`src/rtl/warp_dispatcher_if.sv`:
```
// -----------------------------------------------------------------------------
// warp_dispatcher_if
//   Control/data bus between the warp dispatcher and the pending-warp
//   circular buffer. The dispatcher is the only agent that drives the
//   buffer controls.
//
//   Signals:
//     buf_push     master->slave  push launch_warp into the buffer tail
//     buf_wdata    master->slave  descriptor to push
//     buf_read     master->slave  present head on buf_rdata next cycle
//     buf_pop      master->slave  advance head at the rising edge
//     buf_rdata    slave->master  head descriptor (valid cycle after read)
//     buf_overflow slave->master  buffer saw a push while full
//
//   Modports: master (dispatcher side), slave (buffer side).
// -----------------------------------------------------------------------------
interface warp_dispatcher_if #(
    parameter int WARP_W = 8
);
    logic              buf_push;
    logic [WARP_W-1:0] buf_wdata;
    logic              buf_read;
    logic              buf_pop;
    logic [WARP_W-1:0] buf_rdata;
    logic              buf_overflow;

    modport master (
        output buf_push, buf_wdata, buf_read, buf_pop,
        input  buf_rdata, buf_overflow
    );

    modport slave (
        input  buf_push, buf_wdata, buf_read, buf_pop,
        output buf_rdata, buf_overflow
    );
endinterface : warp_dispatcher_if

```
`src/rtl/warp_dispatcher.sv`:
```
// -----------------------------------------------------------------------------
// warp_dispatcher
//   Sequencer and round-robin arbiter for the pending-warp circular buffer.
//   New warps from the launch path are pushed straight into the buffer
//   whenever there is room. Requesting cores are arbitrated round-robin; the
//   winner is served by a READ -> POP -> GRANT sequence that fetches the head
//   warp and presents it with a one-cycle one-hot grant. Occupancy is tracked
//   locally because the buffer only reports overflow.
//
//   Ports:
//     clk            rising-edge clock
//     rst            asynchronous active-low reset
//     launch_valid   new warp offered
//     launch_warp    descriptor offered
//     launch_ready   room available (count < DEPTH), low while in reset
//     core_req       per-core level request
//     core_grant     one-hot, one-cycle grant pulse
//     dispatch_warp  descriptor for the granted core (valid with core_grant)
//     buf_if         buffer control/data bus (master side)
//     occupancy      registered warp count
//     error          sticky: buffer overflow or count underflow
// -----------------------------------------------------------------------------
module warp_dispatcher #(
    parameter int NUM_CORES = 4,
    parameter int DEPTH     = 8,
    parameter int WARP_W    = 8
) (
    input  logic                         clk,
    input  logic                         rst,

    input  logic                         launch_valid,
    input  logic [WARP_W-1:0]            launch_warp,
    output logic                         launch_ready,

    input  logic [NUM_CORES-1:0]         core_req,
    output logic [NUM_CORES-1:0]         core_grant,
    output logic [WARP_W-1:0]            dispatch_warp,

    warp_dispatcher_if.master            buf_if,

    output logic [$clog2(DEPTH+1)-1:0]   occupancy,
    output logic                         error
);

    localparam int CNT_W = $clog2(DEPTH + 1);
    localparam int IDX_W = $clog2(NUM_CORES);

    localparam logic [1:0] S_IDLE  = 2'd0;
    localparam logic [1:0] S_READ  = 2'd1;
    localparam logic [1:0] S_POP   = 2'd2;
    localparam logic [1:0] S_GRANT = 2'd3;

    logic [1:0]        state_q,    state_d;
    logic [CNT_W-1:0]  count_q,    count_d;
    logic [IDX_W-1:0]  rr_ptr_q,   rr_ptr_d;
    logic [IDX_W-1:0]  winner_q,   winner_d;
    logic [WARP_W-1:0] dispatch_q, dispatch_d;
    logic              error_q,    error_d;

    logic              push;
    logic              pop;
    logic              underflow;
    logic [IDX_W-1:0]  arb_idx;

    // ------------------------------------------------------------------
    // Push path: independent of the dispatch sequence. Ready is held low
    // while reset is asserted so nothing is accepted during reset.
    // ------------------------------------------------------------------
    assign launch_ready     = rst & (count_q < CNT_W'(DEPTH));
    assign push             = launch_valid & launch_ready;
    assign pop              = (state_q == S_POP);

    assign buf_if.buf_push  = push;
    assign buf_if.buf_wdata = launch_warp;
    assign buf_if.buf_read  = (state_q == S_READ);
    assign buf_if.buf_pop   = pop;

    assign core_grant    = (state_q == S_GRANT) ? (NUM_CORES'(1) << winner_q) : '0;
    assign dispatch_warp = (state_q == S_GRANT) ? dispatch_q : '0;
    assign occupancy     = count_q;
    assign error         = error_q;

    // ------------------------------------------------------------------
    // Round-robin pick: scanning from the farthest offset down to offset 0
    // leaves the first requester at or after rr_ptr_q in arb_idx.
    // ------------------------------------------------------------------
    always_comb begin
        logic [IDX_W-1:0] cand;
        // NOTE: every variable assigned in always_comb gets a default first,
        // otherwise paths that skip an assignment infer a latch.
        arb_idx = '0;
        cand    = '0;
        for (int k = NUM_CORES - 1; k >= 0; k--) begin
            cand = IDX_W'((32'(rr_ptr_q) + 32'(k)) % NUM_CORES);
            if (core_req[cand]) begin
                arb_idx = cand;
            end
        end
    end

    // ------------------------------------------------------------------
    // Dispatch sequence. IDLE only leaves when the registered count is
    // non-zero, so a warp being pushed this cycle is never the one read.
    // ------------------------------------------------------------------
    always_comb begin
        state_d    = state_q;
        winner_d   = winner_q;
        rr_ptr_d   = rr_ptr_q;
        dispatch_d = dispatch_q;
        case (state_q)
            S_IDLE: begin
                if ((|core_req) && (count_q != '0)) begin
                    winner_d = arb_idx;
                    state_d  = S_READ;
                end
            end
            S_READ: begin
                state_d = S_POP;
            end
            S_POP: begin
                // Buffer presents the head the cycle after buf_read.
                dispatch_d = buf_if.buf_rdata;
                state_d    = S_GRANT;
            end
            S_GRANT: begin
                rr_ptr_d = (winner_q == IDX_W'(NUM_CORES - 1)) ? '0
                                                               : winner_q + IDX_W'(1);
                state_d  = S_IDLE;
            end
            default: begin
                state_d = S_IDLE;
            end
        endcase
    end

    // ------------------------------------------------------------------
    // Occupancy: push and pop in the same cycle cancel out. A pop at zero
    // would mean the bookkeeping is broken; the count holds and the sticky
    // error flags it.
    // ------------------------------------------------------------------
    always_comb begin
        count_d   = count_q;
        underflow = 1'b0;
        case ({push, pop})
            2'b10: count_d = count_q + CNT_W'(1);
            2'b01: begin
                if (count_q == '0) begin
                    underflow = 1'b1;
                end else begin
                    count_d = count_q - CNT_W'(1);
                end
            end
            default: ;
        endcase
        error_d = error_q | buf_if.buf_overflow | underflow;
    end

    // NOTE: state registers use non-blocking assignments so every flop
    // samples the pre-edge values regardless of statement order.
    always_ff @(posedge clk or negedge rst) begin
        if (!rst) begin
            state_q    <= S_IDLE;
            count_q    <= '0;
            rr_ptr_q   <= '0;
            winner_q   <= '0;
            dispatch_q <= '0;
            error_q    <= 1'b0;
        end else begin
            state_q    <= state_d;
            count_q    <= count_d;
            rr_ptr_q   <= rr_ptr_d;
            winner_q   <= winner_d;
            dispatch_q <= dispatch_d;
            error_q    <= error_d;
        end
    end

endmodule : warp_dispatcher
```
`src/flat_wrapper.sv`:
```
// flat-port wrapper written by rule: the top's interface ports become plain ports
module warp_dispatcher_flat 
#(
    parameter int NUM_CORES = 4,
    parameter int DEPTH     = 8,
    parameter int WARP_W    = 8
)
  (clk, rst, launch_valid, launch_warp, launch_ready, core_req, core_grant, dispatch_warp, occupancy, error, buf_if_buf_push, buf_if_buf_wdata, buf_if_buf_read, buf_if_buf_pop, buf_if_buf_rdata, buf_if_buf_overflow);
  warp_dispatcher_if #(.WARP_W(WARP_W)) buf_if_i ();
  input  logic clk;
  input  logic rst;
  input  logic launch_valid;
  input  logic [WARP_W-1:0] launch_warp;
  output logic launch_ready;
  input  logic [NUM_CORES-1:0] core_req;
  output logic [NUM_CORES-1:0] core_grant;
  output logic [WARP_W-1:0] dispatch_warp;
  output logic [$clog2(DEPTH+1)-1:0] occupancy;
  output logic error;
  output wire logic [$bits(buf_if_i.buf_push)-1:0] buf_if_buf_push;
  output wire logic [$bits(buf_if_i.buf_wdata)-1:0] buf_if_buf_wdata;
  output wire logic [$bits(buf_if_i.buf_read)-1:0] buf_if_buf_read;
  output wire logic [$bits(buf_if_i.buf_pop)-1:0] buf_if_buf_pop;
  input wire logic [$bits(buf_if_i.buf_rdata)-1:0] buf_if_buf_rdata;
  input wire logic [$bits(buf_if_i.buf_overflow)-1:0] buf_if_buf_overflow;
  assign buf_if_buf_push = buf_if_i.buf_push;
  assign buf_if_buf_wdata = buf_if_i.buf_wdata;
  assign buf_if_buf_read = buf_if_i.buf_read;
  assign buf_if_buf_pop = buf_if_i.buf_pop;
  assign buf_if_i.buf_rdata = buf_if_buf_rdata;
  assign buf_if_i.buf_overflow = buf_if_buf_overflow;
  warp_dispatcher #(.NUM_CORES(NUM_CORES), .DEPTH(DEPTH), .WARP_W(WARP_W)) u_core (.clk(clk), .rst(rst), .launch_valid(launch_valid), .launch_warp(launch_warp), .launch_ready(launch_ready), .core_req(core_req), .core_grant(core_grant), .dispatch_warp(dispatch_warp), .buf_if(buf_if_i), .occupancy(occupancy), .error(error));
endmodule
```
`config.mk`:
```
export PLATFORM = sky130hd
export DESIGN_NAME = warp_dispatcher_flat
export DESIGN_NICKNAME = d
export VERILOG_FILES = /design/src/rtl/warp_dispatcher_if.sv /design/src/rtl/warp_dispatcher.sv /design/src/flat_wrapper.sv
export SDC_FILE = /design/constraint.sdc
export NUM_CORES = 1
export LEC_CHECK = 0
export CAP_MARGIN = 0
export CORE_ASPECT_RATIO = 1.25
export CORE_MARGIN = 2
export CORE_UTILIZATION = 33
export DETAILED_ROUTE_END_ITERATION = 12
export PLACE_DENSITY_LB_ADDON = 0.1
export SETUP_SLACK_MARGIN = 0.05
export SYNTH_ARGS = -nofsm -noshare
export SYNTH_HDL_FRONTEND = slang
export SYNTH_SLANG_ARGS = --single-unit
```
`constraint.sdc`:
```
create_clock -name clk -period 1.7 [get_ports clk]
set_input_delay 0.255 -clock clk [delete_from_list [all_inputs] [get_ports clk]]
set_output_delay 0.255 -clock clk [all_outputs]
set_load 0.01 [all_outputs]
```
* Word level (Yosys, flattened, before mapping)
Index checks and enable logic that the tools add are counted.
** Storage, ports and cells
- Logic and storage cells :: 59
- Bits in registers :: 19
- Output and inout bits :: 29
** Operators by class
- Eq/ne operators :: 8
- Order comparisons :: 5
- Reductions and logical operators :: 8
- Muxes and demuxes :: 21
- $add $sub $neg :: 6
- Bitwise gates (word level) :: 4
- Shift operators :: 1
** Operator list (number)
- 2-bit by 3-bit less-than comparator with 1-bit output (second input constant) :: 4
- 2-bit 2-to-1 mux :: 6
- 1-bit binary-select mux with 2-bit select :: 4
- 2-bit equality test (second input constant) :: 4
- 4-bit 2-to-1 mux :: 2
- 8-bit 2-to-1 mux :: 1
- 2-bit one-hot mux with 4 select lines :: 1
- 4-bit one-hot mux with 2 select lines :: 1
- 1-bit 2-to-1 mux :: 6
- 2-bit by 1-bit adder with 2-bit output (second input constant) :: 2
- 2-bit adder (second input constant) :: 2
- 4-bit by 1-bit adder with 4-bit output (second input constant) :: 1
- 2-bit by 1-bit equality test with 1-bit output (second input constant) :: 2
- 4-bit zero test :: 1
- 4-bit less-than comparator (second input constant) :: 1
- 2-bit AND reduction :: 2
- 4-bit nonzero test :: 1
- 4-bit OR reduction :: 1
- 1-bit by 2-bit << shifter with 4-bit output (first input constant) :: 1
- 4-bit by 1-bit subtractor with 4-bit output (second input constant) :: 1
- 1-bit AND :: 2
- 2-bit zero test :: 1
- 2-bit by 1-bit != test with 1-bit output (second input constant) :: 1
- 2-bit != test (second input constant) :: 1
- 3 further kinds :: 4

* Longest topological paths before layout
Gate-level depths: netlist of run 1.
- Word-level depth :: 7
- Depth in mapped cells :: 9

* Least setup slack after synthesis of run 1
Ideal clock, no wire load.
- Kind :: register -> register
- Start point :: reg u_core.state_q[0]
- End point :: reg u_core.count_q[2] (netlist: u_core.occupancy[2])
- Buffers on the path :: 1
- Arrival :: 1.854 ns
- Library setup time :: 0.080 ns
- Clock period less this slack :: 1.934 ns
- Required time :: 1.620 ns
- Stages on the path, launching flop included :: 10
- Slack :: -0.234 ns
- Cells stage by stage :: dfrtp_1 -> inv_1 -> ha_1 -> clkbuf_1 -> nand2_1 -> xnor2_1 -> ha_1 -> nor3b_1 -> a41oi_1 -> xnor2_1
** Between the ends
- Cells in the longest elaborated chain, start to end :: 4
** Ends and longest elaborated chain
- start: declaration :: RTL line warp_dispatcher.sv:53 : logic [1:0] state_q, state_d;
- start signal: assignment :: RTL line warp_dispatcher.sv:169 : state_q <= state_d;
- 2-bit equality test * :: RTL line warp_dispatcher.sv:71 : assign pop = (state_q == S_POP);
- named net buf_if_buf_pop :: RTL line flat_wrapper.sv:23 : output wire logic [$bits(buf_if_i.buf_pop)-1:0] buf_if_buf_pop;
- 2-bit by 1-bit equality test with 1-bit output / 2-bit equality test (equally long branches) :: RTL line warp_dispatcher.sv:144 : case ({push, pop})
- 2-bit != test (no source line) / 2-bit nonzero test (equally long branches)
- 2-bit AND reduction (no source line)
- end signal: assignment :: RTL line warp_dispatcher.sv:170 : count_q <= count_d;
- end: declaration :: RTL line warp_dispatcher.sv:54 : logic [CNT_W-1:0] count_q, count_d;
The timed path passes the listed nets; every way through them passes the cells marked *.
A chain may end at the register's enable or synchronous reset.

* Worst setup path after layout of run 1
- Start point :: reg u_core.state_q[0]
- End point :: out buf_if_buf_read
** Between the ends
- Cells in the longest elaborated chain, start to end :: 1
** Ends and longest elaborated chain
- 2-bit by 1-bit equality test with 1-bit output :: RTL line warp_dispatcher.sv:75 : assign buf_if.buf_read = (state_q == S_READ);
- end: declaration :: RTL line flat_wrapper.sv:22 : output wire logic [$bits(buf_if_i.buf_read)-1:0] buf_if_buf_read;
Every way passes these cells.

==> results of run 1 <==
-- layer usage --
layer	track usage (%)	wire length (um)
met5	0	0
met4	5.943	19
met3	2.674	173
met2	26.22	1646
met1	17.90	1165
-- cell families (layout without fill, tap and decap cells) --
kind of cell	count (synthesis)	in the layout	share of synthesized area (%)
buffers and inverters	18	69	8.001
and+or+nand+nor	35	35	18.05
AOI/OAI and AO/OA	23	23	12.21
adders and majority gates	11	11	11.28
DFF	19	19	38.97
xor gates and xnor gates	4	4	2.872
muxes	9	9	8.615
-- registers in the layout (all words and copies together) (netlist names) --
name               count
u_core.dispatch_q      8
u_core.winner_q        2
u_core.error           1
u_core.occupancy       4
u_core.rr_ptr_q        2
u_core.state_q         2
-- power groups by stage --
stage | registers (mW) | logic, mW | clock network (mW)
after CTS | 0.825 | 1.84 | 0.325
after floorplan | 0.872 | 1.00 | 0
after global routing | 0.863 | 2.11 | 0.346
after global placement | 0.823 | 1.71 | 0
final | 0.834 | 1.90 | 0.311
after detailed placement | 0.836 | 1.76 | 0
-- area by class of cell --
| cell class | count | area, um^2 | share of cell area [%] |
|---|---|---|---|
| flip-flops and latches | 19 | 476.7 | 26.19 |
| multi-input cells | 82 | 709.4 | 38.97 |
| inverters | 7 | 28.78 | 1.581 |
| well taps | 39 | 48.80 | 2.680 |
| clock inverters | 1 | 5.005 | 0.2749 |
| clock buffers | 3 | 41.29 | 2.268 |
| repair buffers | 58 | 510.5 | 28.04 |
-- path summary, 6_finish.rpt --
check	from	endpoint	slack, ns
setup / recovery	u_core.state_q[0]	buf_if_buf_read	0.08
hold / removal	rst	u_core.dispatch_q[0]	0.26
setup reg to reg	u_core.state_q[1]	u_core.occupancy[2]	0.09
hold reg to reg	u_core.error	u_core.error	0.49
max in group asynchronous	rst	u_core.state_q[0]	1.22
min in group clk	u_core.error	u_core.error	0.49
-- metrics by stage --
| stage | setup TNS (ns) | instance area [um^2] | utilization, % | worst slack [ns] | hold WS, ns |
|---|---|---|---|---|---|
| 2_1_floorplan | 0 | 1257 | - | 0.04357 | -0.04059 |
| 3_3_place_gp | -2.500 | 1690 | 48.11 | -0.2172 | 0.4710 |
| 3_5_place_dp | -2.705 | 1690 | 48.11 | -0.2922 | 0.4812 |
| 4_1_cts | 0 | 1789 | 50.93 | 0.05769 | 0.2883 |
| 5_1_grt | -0.008809 | 1821 | 51.82 | -0.008809 | 0.3143 |
| 6_report | 0 | 1821 | 51.82 | 0.07716 | 0.2583 |
-- worst max-delay path, delay by kind of cell (launching register included) --
kind | cells | cell delay, ns
fa+ha+maj | 1 | 0.18
flops | 1 | 0.45
buf+inv | 3 | 0.49
-- cells in the final DEF (no fill, tap or decap), drive strengths merged, types with 2 or more instances in the layout --
master	n
buf	22
clkdlybuf4s50	19
dfrtp	19
dlygate4sd2	15
and2	12
ha	11
mux2	9
o21ai	8
inv	7
nand2	7
nor2	4
a21oi	4
clkbuf	3
xnor2	2
nand2b	2
o221ai	2
xor2	2
clkdlybuf4s15	2
or4	2
-- repair_timing --
item | 4_1_cts | 5_1_grt
gates resized for setup | 22 | 10
buffers inserted | 7 | 1
setup endpoints to repair | 17 | 15
pin swaps | 3 | 6
hold endpoints to repair | 0 | 0
==> impl_metrics.tcl, run 1 <==
set metrics [dict create \
    status "complete, no violations" \
    ys_types 37 \
    nets 206 \
    setup_viol 0 \
    seqPwrFrac_pct 27.4 \
    slowest_stage "dfrtp_2" \
    fmax_mhz 616.2 \
    dpl.cell_count 197 \
    routedWlPerCell_um 14.37 \
    num_vias 1038 \
    cp_cell_sequence "buf_4 > buf_4 > ha_1 > clkdlybuf4s15_1" \
    n_fill_cell 351 \
    row_count 24 \
    cts_root_buf "clkbuf_8" \
    synth.most_common_cell "dfrtp_1" \
    rsz0062_at_grt "true" \
    p_switching_mw 1.166 \
    die_h_um 71.98 \
    swShare_pct 38.26 \
    ys_ff_latch 19 \
    core_area_um2 3513 \
    min_period_over_period_pct 95.46 \
    clk_path_buf_depth 2 \
    area_growth_pct 49.23 \
    finalHoldViolCount 0 \
    crit_top_cell "buf_4" \
    grt_pass1_wl_um 4809 \
    drive_gt1_share_pct 31.76 \
    power_mw 3.048 \
    port_buffers 36 \
    syn_area_per_cell_um2 10.25 \
    grt_pass1_vias 1047 \
    ys_warn_count 0 \
    synth-async-reset-ratio_pct 100.0 \
    rr_worst_depth 8 \
    p_leak_nw 0.8515 \
    fp.dieArea_um2 4202 \
    grt_max_degree 20 \
    die_x_um 58.38 \
    slowest_delay_ns 0.45 \
    p_int_mw 1.882 \
    track_usage_pct 14.98 \
    wl_um 3003 \
    drv_cap 0 \
    cts_hold_buf 0 \
    viasPerCell 4.967 \
    max_slew_margin_pct 83.31 \
    drt-initial-drc-count 29 \
    power_density_nw_per_um2 1674 \
    fin_cells 209 \
    synth_edf_count 0 \
    initial_utilization_pct 34.72 \
    ys_top_cells_by_area "dfrtp_1 (39%), ha_1 (11%), mux2_2 (7.4%)" \
    cts_tree "done" \
    antenna_cells 0 \
    cts_buffers 3 \
    synth_fp_nets 154 \
    synth_ff_type "dfrtp_1" \
    clock_sinks 19 \
    power_frac_clock_pct 10.2 \
    drc_errors 0 \
    path_clk_slew_ns 0.07 \
    grt-ovfl-total 0 \
    ir_drop_uv 885.4 \
    start_kind "flop" \
    syn-cell-area_um2 1220 \
    synth-seq-area-share_pct 38.97 \
    netlist_instances 119 \
    tightest_slew_ns 0.2503 \
    worst_ep_required_time_ns 1.44 \
    ios 53 \
    cts_max_level 1 \
    synthTopCellsByCount "dfrtp_1 (19), and2_1 (12), ha_1 (11)" \
    cp_data_arrival_time_ns 1.37 \
    crit_fanout 3 \
    hp-class "in -> async" \
    clock_latency_ns 0.25 \
    antenna_found_initial 0 \
    synth_largest_area_cell "dfrtp_1" \
    worst-setup-path-type "reg -> out" \
    fin_worst_skew_ns 0.001215 \
    drt-pass1-iter-count 4 \
    post-route-min-period_ns 1.623 \
    hpwl_um 2245 \
    place.gp.congestion 0.7819 \
    p_comb_share_pct 62.4 \
    synth_top_area_share_pct 38.97 \
    antenna_left 0 \
    finalMaxSlewViolations 0 \
    end_kind "output port" \
]
No activity file was read; power rests on OpenSTA's default activity.
==> run 2: changes to the inputs <==
- SLEW_MARGIN: unset -> 20
- clock period: 1.7 -> 1.6 ns (I/O delays scaled with it)
==> run 2 against run 1 <==
  * The run now ends with negative setup slack left
  * Via count is 1.7% higher
  * Die area unchanged
  * Clock skew fell by 0.00050 ns
  * Sequential cell count stayed put
  * Final cell count increased by 4.3%
  * Non-clock buffer count rose by 9
  * Worst hold slack worse by 0.054 ns
  * Final area grew 5.6%
  * Critical path depth is 5 higher
  * Combinational power up 25%
  * Setup slack worse by 0.15 ns
  * Clock-buffer cell count up 1
  * Critical path type is now reg -> reg
==> impl_metrics.tcl, run 2 (synthesized netlist as in run 1, its figures left out) <==
set metrics [dict create \
    ios 53 \
    cts_tree "done" \
    final_cell_mix "buf_4 (26), dfrtp_1 (19), clkdlybuf4s50_1 (15)" \
    place.gp.congestion 0.7581 \
    nets 215 \
    dpl.cell_count 204 \
    cp_cell_sequence "buf_6 > inv_6 > ha_4 > nand2_4 > xnor2_2 > ha_2 > nor3b_4 > a41oi_2 > xnor2_1" \
    drt-pass1-iter-count 2 \
    grt_max_degree 19 \
    area_growth_pct 57.54 \
    drt-initial-drc-count 12 \
    wl_um 3116 \
    clk_path_buf_depth 2 \
    track_usage_pct 14.92 \
    finalMaxSlewViolations 0 \
    ir_drop_uv 1124 \
    ff2ff_setup_slack_ns -0.07 \
    start_kind "flop" \
    hp-class "in -> async" \
    dr_wl_met3_um 160 \
    clock_latency_ns 0.25 \
    cts_max_level 1 \
    post-route-min-period_ns 1.672 \
    fmax_mhz 598.1 \
    initial_utilization_pct 34.72 \
    cts_buffers 3 \
    crit_fanout 4 \
    worst-setup-path-type "reg -> reg" \
    route.met2.wl_um 1669 \
    grt_pass1_vias 1004 \
    status "finished, violations left" \
    routedWlPerCell_um 14.29 \
    hpwl_um 2234 \
    cp_data_arrival_time_ns 1.83 \
    cts_root_buf "clkbuf_8" \
    antenna_found_initial 0 \
    clock_sinks 19 \
    min_period_over_period_pct 104.5 \
    power_density_nw_per_um2 1852 \
    wl_met1_um 1274 \
    pre_cts_ws_ns -0.3805 \
    die_h_um 71.98 \
    path_clk_slew_ns 0.07 \
    finalWorstSetupSlack_ns -0.07202 \
    slowest_delay_ns 0.39 \
    die_x_um 58.38 \
    setup_viol 1 \
    fin_cells 218 \
    core_area_um2 3513 \
    port_buffers 36 \
    grt-ovfl-total 0 \
    worst_ep_required_time_ns 1.76 \
    post-route-util_pct 54.70 \
    largest_register_ffs 8 \
    antenna_left 0 \
    num_vias 1056 \
    p_leak_nw 0.9114 \
    setup_tns_ns -0.07202 \
    slowest_stage "dfrtp_1" \
    fp.dieArea_um2 4202 \
    end_kind "flop" \
    hold_slack_ns 0.2038 \
    tightest_slew_ns 0.2878 \
    violations "negative setup slack" \
    max_slew_margin_pct 80.81 \
    rsz0062_at_grt "true" \
    highest_layer "met4" \
    n_fill_cell 346 \
    largest_register "u_core.dispatch_q" \
    row_count 24 \
    layout_commonest_cell "buf_4" \
    drc_errors 0 \
    fin_worst_skew_ns 0.0007118 \
    critical_path.top_delay_family "flip-flops" \
    drive_gt1_share_pct 43.02 \
    viasPerCell 4.844 \
    finalHoldViolCount 0 \
    path_buf_inv 2 \
    antenna_cells 0 \
    grt_pass1_wl_um 4885 \
    drv_cap 0 \
]
run 2: changes by cell type in the layout (fill, tap and decap cells not counted), sizes merged:
cell | before | now
clkbuf | 3 | 4
dlymetal6s2s | 0 | 1
buf | 22 | 44
clkinv | 1 | 0
clkdlybuf4s15 | 2 | 0
dlygate4sd2 | 15 | 7
clkdlybuf4s50 | 19 | 15
run 2: path summary, 6_finish.rpt:
check / from / to / cells after the start
worst max-delay path: u_core.state_q[0] / u_core.occupancy[2] / 9
worst min register to register: u_core.dispatch_q[4] / u_core.dispatch_q[4] / 1
max in group asynchronous: rst / u_core.state_q[1] / 2
worst max register to register: u_core.state_q[0] / u_core.occupancy[2] / 9
worst min-delay path: rst / u_core.occupancy[1] / 2
min in group clk: launch_warp[5] / buf_if_buf_wdata[5] / 0
run 2: power by group:
| group | total, mW | leakage [nW] | internal, mW | switching, mW |
|---|---|---|---|---|
| Sequential | 0.868 | 0.222 | 0.723 | 0.145 |
| Clock | 0.324 | 0.0228 | 0.176 | 0.147 |
| Combinational | 2.37 | 0.666 | 1.31 | 1.06 |
run 2: worst reg2reg max path, stage by stage (launching register included):
cell	delay (ns)
dfrtp_1	0.39
buf_6	0.13
inv_6	0.05
ha_4	0.15
nand2_4	0.06
xnor2_2	0.12
ha_2	0.19
nor3b_4	0.15
a41oi_2	0.18
xnor2_1	0.16
run 2: stage by stage:
step | instance area (um^2) | total power [mW]
2_1_floorplan | 1257 | 1.988
3_3_place_gp | 1743 | 2.796
4_1_cts | 1798 | 3.254
6_report | 1922 | 3.560
5_1_grt | 1922 | 3.838
3_5_place_dp | 1743 | 2.856
run 2: area by class of cell:
cell class              count  area, um^2  share of cell area [%]
clock buffers               4       45.04                   2.344
inverters                   7       31.28                   1.628
multi-input cells          82       772.0                   40.17
flip-flops and latches     19       475.5                   24.74
well taps                  39       48.80                   2.539
repair buffers             67       549.3                   28.58
run 2: repair_timing:
item                                    CTS  global route
setup buffers                             6             5
endpoints found under the setup margin   22            23
resized for setup                        67            20
pin swaps                                 6            10
hold buffers                              0             0
run 2: layer usage:
metal	track usage, %	vias up
met1	18.71	503
met5	0	-
met3	2.496	2
met4	3.101	0
met2	26.59	25
li1	-	526
==> run 3: changes to the inputs <==
- CAP_MARGIN: 0 -> 30
- GPL_TIMING_DRIVEN: unset -> 1
==> results of run 3 <==
Same layout as run 2: the final DEF is identical, and so are final timing and power.
